### src/rtl/approx_mul_pkg.sv
// Shared types and constants for the iterative approximate multiplier.
package approx_mul_pkg;

    // Operands are processed as radix-4 digits.
    localparam int DIGIT_W = 2;
    // A digit-by-digit partial product fits in four bits.
    localparam int CELL_W  = 4;

    typedef enum logic [1:0] {
        ST_IDLE = 2'd0,
        ST_RUN  = 2'd1,
        ST_DONE = 2'd2
    } state_t;

    // True when both digits are 3, the only pair where the approximate cell differs.
    function automatic logic both_three(input logic [DIGIT_W-1:0] x, input logic [DIGIT_W-1:0] y);
        return (x == 2'd3) && (y == 2'd3);
    endfunction

endpackage

### src/rtl/approx_mul_iter_if.sv
// Request/response bundle for the iterative approximate multiplier.
interface approx_mul_iter_if #(
    parameter int WIDTH = 8
);
    logic                 in_valid;
    logic                 in_ready;
    logic [WIDTH-1:0]     a;
    logic [WIDTH-1:0]     b;
    logic                 mode_exact;
    logic                 out_valid;
    logic                 out_ready;
    logic [2*WIDTH-1:0]   out;
    logic                 approx_hit;

    // Requester side: issues operands and consumes the product.
    modport master (
        output in_valid, a, b, mode_exact, out_ready,
        input  in_ready, out_valid, out, approx_hit
    );

    // Multiplier side.
    modport slave (
        input  in_valid, a, b, mode_exact, out_ready,
        output in_ready, out_valid, out, approx_hit
    );
endinterface

### src/rtl/approx_mul2_cell.sv
// 2x2-bit digit multiplier with an optional approximation of 3x3 as 7.
module approx_mul2_cell
    import approx_mul_pkg::*;
(
    input  logic [DIGIT_W-1:0] x,
    input  logic [DIGIT_W-1:0] y,
    input  logic               approx,
    output logic [CELL_W-1:0]  p
);

    logic [CELL_W-1:0] x_ext_s;
    logic [CELL_W-1:0] pp0_s;
    logic [CELL_W-1:0] pp1_s;
    logic [CELL_W-1:0] exact_s;

    // Shift-and-add digit product, replaced by 7 when approximating 3x3.
    always_comb begin
        x_ext_s = CELL_W'(x);
        pp0_s   = y[0] ? x_ext_s : 4'd0;
        pp1_s   = y[1] ? (x_ext_s << 1) : 4'd0;
        exact_s = pp0_s + pp1_s;
        if (approx && both_three(x, y)) begin
            p = 4'd7;
        end else begin
            p = exact_s;
        end
    end

endmodule

### src/rtl/approx_mul_iter.sv
// Iterative radix-4 multiplier: one digit pair per clock through a single
// shared 2x2 cell, with low-significance pairs optionally approximated.
module approx_mul_iter
    import approx_mul_pkg::*;
#(
    parameter int WIDTH    = 8,
    parameter int APPROX_K = 2
) (
    input  logic             clk,
    input  logic             reset,
    approx_mul_iter_if.slave bus
);

    localparam int D      = WIDTH / DIGIT_W;
    localparam int IDX_W  = (D > 1) ? $clog2(D) : 1;
    localparam int SUM_W  = IDX_W + 1;
    localparam int PROD_W = 2 * WIDTH;

    localparam logic [IDX_W-1:0] LAST_IDX = IDX_W'(D - 1);
    localparam logic [SUM_W-1:0] K_THR    = SUM_W'(APPROX_K);

    state_t              state_r;
    state_t              state_n;
    logic                in_ready_r;
    logic                out_valid_r;

    logic [WIDTH-1:0]    a_r;
    logic [WIDTH-1:0]    b_r;
    logic                mode_r;
    logic [PROD_W-1:0]   acc_r;
    logic                hit_r;
    logic [IDX_W-1:0]    i_r;
    logic [IDX_W-1:0]    j_r;

    logic [SUM_W-1:0]    sum_s;
    logic [SUM_W:0]      shamt_s;
    logic [DIGIT_W-1:0]  x_s;
    logic [DIGIT_W-1:0]  y_s;
    logic                approx_s;
    logic [CELL_W-1:0]   p_s;
    logic [PROD_W-1:0]   term_s;
    logic                pair_hit_s;
    logic                last_s;

    // Select the current digit pair and form its weighted contribution.
    always_comb begin
        sum_s      = {1'b0, i_r} + {1'b0, j_r};
        shamt_s    = {sum_s, 1'b0};
        x_s        = DIGIT_W'(a_r >> {i_r, 1'b0});
        y_s        = DIGIT_W'(b_r >> {j_r, 1'b0});
        approx_s   = !mode_r && (sum_s < K_THR);
        term_s     = PROD_W'(p_s) << shamt_s;
        pair_hit_s = approx_s && both_three(x_s, y_s);
        last_s     = (i_r == LAST_IDX) && (j_r == LAST_IDX);
    end

    approx_mul2_cell u_cell (
        .x      (x_s),
        .y      (y_s),
        .approx (approx_s),
        .p      (p_s)
    );

    // Next-state logic for the accept / iterate / hold-result sequence.
    always_comb begin
        state_n = state_r;
        case (state_r)
            ST_IDLE: begin
                if (bus.in_valid) begin
                    state_n = ST_RUN;
                end else begin
                    state_n = ST_IDLE;
                end
            end
            ST_RUN: begin
                if (last_s) begin
                    state_n = ST_DONE;
                end else begin
                    state_n = ST_RUN;
                end
            end
            ST_DONE: begin
                if (bus.out_ready) begin
                    state_n = ST_IDLE;
                end else begin
                    state_n = ST_DONE;
                end
            end
            default: begin
                state_n = ST_IDLE;
            end
        endcase
    end

    // State register plus registered handshake flags decoded from the next state.
    always_ff @(posedge clk) begin
        if (reset) begin
            state_r     <= ST_IDLE;
            in_ready_r  <= 1'b1;
            out_valid_r <= 1'b0;
        end else begin
            state_r     <= state_n;
            in_ready_r  <= (state_n == ST_IDLE);
            out_valid_r <= (state_n == ST_DONE);
        end
    end

    // Operand capture, accumulation and pair sequencing (j outer, i inner).
    always_ff @(posedge clk) begin
        if (reset) begin
            a_r    <= '0;
            b_r    <= '0;
            mode_r <= 1'b0;
            acc_r  <= '0;
            hit_r  <= 1'b0;
            i_r    <= '0;
            j_r    <= '0;
        end else begin
            case (state_r)
                ST_IDLE: begin
                    if (bus.in_valid) begin
                        a_r    <= bus.a;
                        b_r    <= bus.b;
                        mode_r <= bus.mode_exact;
                        acc_r  <= '0;
                        hit_r  <= 1'b0;
                        i_r    <= '0;
                        j_r    <= '0;
                    end else begin
                        acc_r  <= acc_r;
                    end
                end
                ST_RUN: begin
                    acc_r <= acc_r + term_s;
                    hit_r <= hit_r | pair_hit_s;
                    if (i_r == LAST_IDX) begin
                        i_r <= '0;
                        if (j_r == LAST_IDX) begin
                            j_r <= '0;
                        end else begin
                            j_r <= j_r + IDX_W'(1);
                        end
                    end else begin
                        i_r <= i_r + IDX_W'(1);
                    end
                end
                ST_DONE: begin
                    acc_r <= acc_r;
                end
                default: begin
                    acc_r <= '0;
                    hit_r <= 1'b0;
                    i_r   <= '0;
                    j_r   <= '0;
                end
            endcase
        end
    end

    assign bus.in_ready   = in_ready_r;
    assign bus.out_valid  = out_valid_r;
    assign bus.out        = acc_r;
    assign bus.approx_hit = hit_r;

endmodule

### src/flat_wrapper.sv
// flat-port wrapper written by rule: the top's interface ports become plain ports
module approx_mul_iter_flat import approx_mul_pkg::*;
#(
    parameter int WIDTH    = 8,
    parameter int APPROX_K = 2
)
  (clk, reset, bus_in_valid, bus_a, bus_b, bus_mode_exact, bus_out_ready, bus_in_ready, bus_out_valid, bus_out, bus_approx_hit);
  approx_mul_iter_if #(.WIDTH(WIDTH)) bus_i ();
  input  logic clk;
  input  logic reset;
  input wire logic [$bits(bus_i.in_valid)-1:0] bus_in_valid;
  input wire logic [$bits(bus_i.a)-1:0] bus_a;
  input wire logic [$bits(bus_i.b)-1:0] bus_b;
  input wire logic [$bits(bus_i.mode_exact)-1:0] bus_mode_exact;
  input wire logic [$bits(bus_i.out_ready)-1:0] bus_out_ready;
  output wire logic [$bits(bus_i.in_ready)-1:0] bus_in_ready;
  output wire logic [$bits(bus_i.out_valid)-1:0] bus_out_valid;
  output wire logic [$bits(bus_i.out)-1:0] bus_out;
  output wire logic [$bits(bus_i.approx_hit)-1:0] bus_approx_hit;
  assign bus_i.in_valid = bus_in_valid;
  assign bus_i.a = bus_a;
  assign bus_i.b = bus_b;
  assign bus_i.mode_exact = bus_mode_exact;
  assign bus_i.out_ready = bus_out_ready;
  assign bus_in_ready = bus_i.in_ready;
  assign bus_out_valid = bus_i.out_valid;
  assign bus_out = bus_i.out;
  assign bus_approx_hit = bus_i.approx_hit;
  approx_mul_iter #(.WIDTH(WIDTH), .APPROX_K(APPROX_K)) u_core (.clk(clk), .reset(reset), .bus(bus_i));
endmodule
### config.mk
export PLATFORM = sky130hd
export DESIGN_NAME = approx_mul_iter_flat
export DESIGN_NICKNAME = d
export VERILOG_FILES = /design/src/rtl/approx_mul_pkg.sv /design/src/rtl/approx_mul_iter_if.sv /design/src/rtl/approx_mul2_cell.sv /design/src/rtl/approx_mul_iter.sv /design/src/flat_wrapper.sv
export SDC_FILE = /design/constraint.sdc
export NUM_CORES = 1
export LEC_CHECK = 0
export BUFFER_PORTS_ARGS = -buffer_cell sky130_fd_sc_hd__buf_2
export CAP_MARGIN = 5
export CORE_MARGIN = 2
export CORE_UTILIZATION = 58
export CTS_BUF_LIST = sky130_fd_sc_hd__clkbuf_4
export DETAILED_ROUTE_END_ITERATION = 16
export PLACE_DENSITY = 0.78
export SYNTH_ARGS = -nofsm -noshare
export SYNTH_HDL_FRONTEND = slang
export SYNTH_SLANG_ARGS = --single-unit
### constraint.sdc
create_clock -name clk -period 4.7 [get_ports clk]
set_clock_uncertainty 0.05 [all_clocks]
set_input_delay 0 -clock clk [delete_from_list [all_inputs] [get_ports clk]]
set_output_delay 0 -clock clk [all_outputs]
set_load 0.01 [all_outputs]
Word level (Yosys, flattened, before mapping):

Index checks and enable logic that the tools add are counted.

* flip-flop bits (word level): 42
* output and inout port bits: 19

* add/sub/neg operators: 5
* magnitude comparators: 1
* eq/ne operators: 9
* shift operators: 3
* mux-type cells: 17
* bitwise logic cells: 2
* reduce and logical (&&, ||, !) cells: 10

Operators by type and width (count)
* case mux 16 bit (3 select lines): 1
* case mux 2 bit (3 select lines): 3
* adder 16 bit: 1
* 2-to-1 mux 16 bit: 1
* left shift 4 x 4 -> 16 bit: 1
* right shift 8 x 3 -> 2 bit: 2
* 2-to-1 mux 2 bit: 7
* == test 2 bit, second input constant: 6
* adder 2 x 1 -> 2 bit, second input constant: 2
* adder 4 x 3 -> 4 bit: 1
* logical AND 1 bit: 4
* logical NOT 2 bit: 2
* 2-to-1 mux 4 bit: 1
* AND reduction 2 bit: 2
* adder 2 x 2 -> 3 bit: 1
* < comparator 3 x 2 -> 1 bit, second input constant: 1
* 2-to-1 mux 3 bit: 1
* case mux 1 bit (3 select lines): 1
* AND reduction 3 bit: 1
* == test 2 x 1 -> 1 bit, second input constant: 1
* 2-to-1 mux 1 bit: 2
* != test 2 x 1 -> 1 bit, second input constant: 1
* != test 2 bit, second input constant: 1
* logical NOT 1 bit: 1
* other kinds (2): 2

Longest topological paths before layout:

* depth after elaboration: 8
* gate-level depth with buffers: 16
* gate-level depth less buffers: 15

Cells and area by module:

From an unflattened synthesis, not the netlist that was laid out.

* cells, all modules: 324
* area, all modules: 2612.5 um^2

By module, submodules not included
* approx_mul_iter: times used 1, cells each 314, area each 2528.7 um^2, sequential area each 840.8 um^2
* approx_mul2_cell: times used 1, cells each 10, area each 83.8 um^2, sequential area each 0.0 um^2

Least setup slack after synthesis:

Ideal clock, no wire load.

* path type: reg-to-reg
* start: register u_core.i_r[0]
* end: register u_core.acc_r[14], in the netlist u_core.bus.out[14]
* arrival time: 3.792 ns
* data required time: 4.533 ns
* setup slack: 0.741 ns
* cell stages (with the launch flop): 15
* clock period less this slack: 3.959 ns
* cells stage by stage: dfxtp_1 mux4_2 and2_4 ha_1 ha_1 o31ai_2 nor3_1 ha_1 nor2b_4 o21ai_4 a21boi_2 o311ai_4 a21oi_2 or4_1 a32o_1

* cells in the longest elaborated chain, start to end: 8
* elaborated cells between the ends (all ways): 14
* those cells by class: 3 x add/sub; 1 x order compare; 1 x eq/ne; 2 x shift; 4 x mux; 3 x reduce/logical

Ends and longest elaborated chain
* start: declaration: RTL line approx_mul_iter.sv:32 `logic [IDX_W-1:0] i_r;`
* start signal: assignment: RTL line approx_mul_iter.sv:144 `i_r <= i_r + IDX_W'(1);`
* parallel branches: the longest is 5 deep, another holds adder 4 x 3 -> 4 bit
* left shift 4 x 4 -> 16 bit *: RTL line approx_mul_iter.sv:52 `term_s = PROD_W'(p_s) << shamt_s;`
* adder 16 bit *: RTL line approx_mul_iter.sv:134 `acc_r <= acc_r + term_s;`
* case mux 16 bit (3 select lines) *: RTL line approx_mul_iter.sv:119 `case (state_r)`
* end signal: assignment: RTL line approx_mul_iter.sv:130 `acc_r <= acc_r;`
* end signal: assignment: RTL line approx_mul_iter.sv:134
* end signal: assignment: RTL line approx_mul_iter.sv:148 `acc_r <= acc_r;`
* end: declaration: RTL line approx_mul_iter.sv:30 `logic [PROD_W-1:0] acc_r;`

Mark *: on every way between the ends.
A chain may end at the register's enable or synchronous reset.

Worst setup path after layout:

* start: register u_core.j_r[0]
* end: register u_core.acc_r[14], in the netlist u_core.bus.out[14]

* cells in the longest elaborated chain, start to end: 8
* elaborated cells between the ends (all ways): 14
* those cells by class: 3 x add/sub; 1 x order compare; 1 x eq/ne; 2 x shift; 4 x mux; 3 x reduce/logical

Ends and longest elaborated chain
* start: declaration: RTL line approx_mul_iter.sv:33 `logic [IDX_W-1:0] j_r;`
* start signal: assignment: RTL line approx_mul_iter.sv:141 `j_r <= j_r + IDX_W'(1);`
* parallel branches: the longest is 5 deep, another holds adder 4 x 3 -> 4 bit
* left shift 4 x 4 -> 16 bit *: RTL line approx_mul_iter.sv:52
* adder 16 bit *: RTL line approx_mul_iter.sv:134
* case mux 16 bit (3 select lines) *: RTL line approx_mul_iter.sv:119

Marks and branches as above.

==> qor_table.md <==
| Stage | Parameter | This run |
| --- | --- | --- |
| power and ir drop | Ratio of total power to cell area | 225 nW/um^2 |
| yosys | Synth area leaders | dfxtp_1 32%, ha_1 9.5%, nand2_1 8.0%, a21oi_1 6.3%, nor2_1 5.5% |
| critical path | Register-to-register path setup slack | 330 ps |
| clocking | CTS tree | done |
| yosys | Cells after synthesis | 322 |
| yosys | Net count after synthesis | 365 |
| detailed routing | Final routed wire length divided by cell count | 14.6 microns |
| critical path | Endpoint of the lowest-slack register-to-register path | u_core.bus.out[14] |
| power and ir drop | Net load switching power | 0.000179 W |
| clocking | Clock input transition at the sequential cells of the worst setup and hold paths | 130 ps |
| timing | Post-route minimum period | 4370 ps |
| clocking | Total clock buffers created by CTS | 5 |
| power and ir drop | Relative contribution of sequential cells to total power | 53.4% |
| layout | Most frequent cells in the layout | 56 x nand2_1, 42 x dfxtp_1, 39 x nor2_1, 39 x buf_2, 33 x a21oi_1 |
| critical path | Data arrival at the endpoint of the critical path | 4580 ps |
| floorplanning | Die Outline Area | 5110 sq um |
| yosys | EDFF count, synth | 0 |
| place | Number of port buffers | 39 |
| detailed routing | Vias | 2,489 |
| floorplanning | DIE WIDTH | 71.5 microns |
| critical path | Type of the worst setup path | reg2reg |
| detailed routing | Number of nets still failing antenna checks after routing | 0 |
| critical path | Crit path top cell by count | ha_1 |
| yosys | Commonest register cell after synthesis | dfxtp_1 |
| critical path | Reg-to-Reg Start | u_core.j_r[0] |
| power and ir drop | Leakage power | 1.36 nW |
| yosys | Syn. warnings | 0 |
| clocking | Buffer cell driving the clock tree root | clkbuf_4 |
| place | Half-perimeter wire length of the detailed placement result | 4.43 mm |
| detailed routing | Detail-routed via count per cell | 5.80 |
| critical path | CP Data Required Time | 4910 ps |
| timing | Slew Viols, Final | 0 |
| layout | Filler Cells Inserted | 346 |
| layout | Nets | 419 |
| yosys | Post-Syn Area | 2640 sq um |
| power and ir drop | Internal power | 0.000524 W |
| timing | Number of failing hold endpoints at the final stage | 0 |
| yosys | Top-area cell type share of the netlist area | 31.8% |
| yosys | Mean cell area of the mapped netlist | 8.20 sq um |
| layout | Layout cells sized above 1 | 17.5% |
| layout | Final design utilization | 71.3% |
| floorplanning | Cell row count | 24 |
| timing | Measured slew at the worst slew-check pin | 1130 ps |
| layout | Count of inserted antenna diode cells | 0 |
| critical path | Crit-path max cell delay | 590 ps |
| clocking | Count of clock tree sinks | 42 |
| layout | Most common library cell in the layout ignoring fill and taps | nand2_1 |
| critical path | Worst Setup Start Kind | flop |
| critical path | R2R cell count | 14 |
| critical path | Worst setup endpoint | u_core.bus.out[14] |
| floorplanning | Core outline area | 4380 sq um |
| status | Run status | completed |
| yosys | #FFs+latches synth | 42 |
| power and ir drop | Clock network fraction of design power | 34.2% |
| run | Count of max-cap constraint violations | 0 |
| critical path | Slowest library cell on the worst path | mux4_2 |
| power and ir drop | Proportion of power drawn by combinational gates | 12.5% |
| floorplanning | Chip height | 71.5 microns |
| timing | Maximum clock frequency | 229 MHz |
| detailed routing | Post-detailed-routing wire length | 6.27 mm |
| critical path | Buf+Inv Stages, Crit Path | 0 |
| grt | Total gr overflow | 0 |
| yosys | Sequential area share after synthesis | 31.8% |
| min path | Worst Hold Depth | 3 |
| clocking | Maximum count of clock buffers along a single path | 2 |
| grt | Initial antenna violation count | 0 |
| yosys | Library cell occupying the most area in the post-synthesis netlist | dfxtp_1 |
| timing | RSZ-0062 raised after global routing | no |
| min path | Class of the most critical hold timing path | in2reg |
| place | Routability congestion estimate | 0.832 |
| yosys | Share of async-settable or async-resettable flops after synthesis | 0% |
| detailed routing | First drt pass iteration count | 4 |
| grt | Number of global-route vias before repair | 2,425 |
| detailed routing | Post-route DRC violation count | 0 |
| critical path | Series of cell instances along the critical path | mux4_2 -> and2_4 -> ha_1 -> ha_1 -> o31ai_2 -> nor3_1 -> ha_1 -> nor2b_4 -> o21ai_4 -> a21boi_2 -> o311ai_4 -> a21oi_2 -> or4_1 -> a32o_1 |
| critical path | Critical path launch point | u_core.j_r[0] |
| grt | Gr usage total | 26.2% |
| critical path | Total stage count of the critical path | 14 |
| critical path | Capturing element type of the critical path | flop |
| power and ir drop | Max IR drop VDD | 0.203 mV |
| timing | Worst-case headroom to the max-slew limit | 24.7% |
| clocking | Deepest level of the CTS H-tree | 2 |
| detailed routing | Initial drt markers | 89 |
| floorplanning | Initial core utilization | 60.2% |
| floorplanning | # IOs | 40 |
| timing | Final total negative setup slack | 0 ps |
| clocking | Post-CTS setup buffer count | 0 |
| grt | Largest net degree at the start of global routing | 40 |
| grt | First-pass GRT wire length | 10.6 mm |
| clocking | Later-pin clock latency in the skew report | 350 ps |
| power and ir drop | Share of total power consumed by net switching | 25.5% |
| timing | Final Cycle Share | 92.9% |
| layout | Synth-to-layout area growth | 18.3% |
| critical path | Critical-path maximum fanout | 6 |
| critical path | Worst path top cell family by delay | compound AO/OA/AOI/OAI gates |
| yosys | Number of distinct library cells after synthesis | 54 |
| timing | Final-report setup violation count | 0 |
[flip-flops by register name, summed over array words and instances (netlist names)]
register	count
u_core.a_r	8
u_core.b_r	8
u_core.bus.approx_hit	1
u_core.bus.in_ready	1
u_core.bus.out	16
u_core.bus.out_valid	1
u_core.i_r	2
u_core.j_r	2
u_core.mode_r	1
u_core.state_r	2
[stage by stage]
| step | power (W) | area, sq um | hold slack [ps] | cells | setup WS (ps) |
|---|---|---|---|---|---|
| after floorplan | 0.000433 | 2640 | 86.0 | 322 | 741 |
| after global placement | 0.000455 | 2860 | 191 | 403 | 593 |
| after detailed placement | 0.000458 | 2860 | 196 | 403 | 436 |
| after CTS | 0.000705 | 3120 | 95.1 | 429 | 384 |
| after global routing | 0.000735 | 3120 | 92.8 | 429 | 181 |
| final | 0.000703 | 3120 | 97.1 | 429 | 332 |
[tightest hold or removal path: cells and delay by family]
family / cells / cell delay (ps)
buf+inv: 2 / 340
simple gates: 1 / 130
[cell usage after synthesis (all sizes together) (2+ instances only)]
library cell	instances
a211o	2
a21boi	2
a21oi	34
a22oi	8
a32oi	3
and2	5
and3	4
buf	3
clkbuf	9
dfxtp	42
fa	2
ha	20
inv	9
mux4	4
nand2	56
nand2b	6
nand3	5
nand3b	2
nor2	39
nor2b	4
nor3	9
o21a	8
o21ai	13
o21bai	3
o31ai	5
o32ai	2
or3	3
xnor2	7
[timing repair]
action	in CTS	in global routing
hold buffers	18	0
gates resized for setup	0	0
hold endpoints to repair	18	0
[power by group through the flow]
| stage | clock (W) | sequential (W) | combinational (W) |
|---|---|---|---|
| 5_1_grt | 0.000261 | 0.000377 | 0.0000969 |
| 6_report | 0.000241 | 0.000375 | 0.0000876 |
| 4_1_cts | 0.000244 | 0.000375 | 0.0000862 |
| 3_5_place_dp | 0 | 0.000383 | 0.0000742 |
| 2_1_floorplan | 0 | 0.000382 | 0.0000509 |
| 3_3_place_gp | 0 | 0.000383 | 0.0000718 |
[cell type report]
cell class,instances,area (sq um),area share [%]
multi-input combinational,259,1710,54.8
sequential,42,841,26.9
timing repair buffer,59,390,12.5
tap,52,65.1,2.08
clock buffer,6,45.0,1.44
clock inverter,2,37.5,1.20
inverter,9,33.8,1.08
[worst min-delay path by stage]
| stage | from | endpoint | slack [ps] |
|---|---|---|---|
| final | reset | u_core.bus.out_valid | 100 |
| after global routing | reset | u_core.bus.out_valid | 90 |
| after CTS | reset | u_core.bus.out[8] | 100 |
| after detailed placement | bus_a[6] | u_core.a_r[6] | 200 |
| after global placement | bus_b[3] | u_core.b_r[3] | 190 |
| after floorplan | bus_a[0] | u_core.a_r[0] | 90 |
[cell families (layout without fill, tap and decap cells)]
logic type	after synthesis	after routing	synth area share (%)
buf+inv	21	76	3.32
simple gates	137	137	24.4
mux	5	5	3.84
compound gates	87	87	23.0
xor+xnor	8	8	2.65
fa+ha+maj	22	22	11.0
flops	42	42	31.8
[layer usage]
metal	vias up	GRT usage (%)	part of all wire, %
met2	51	48.8	52
met4	0	8.39	1.8
met3	11	5.20	2.8
met5	-	0	0
met1	1181	29.7	43
li1	1246	-	-
No activity file was read; power rests on OpenSTA's default activity.
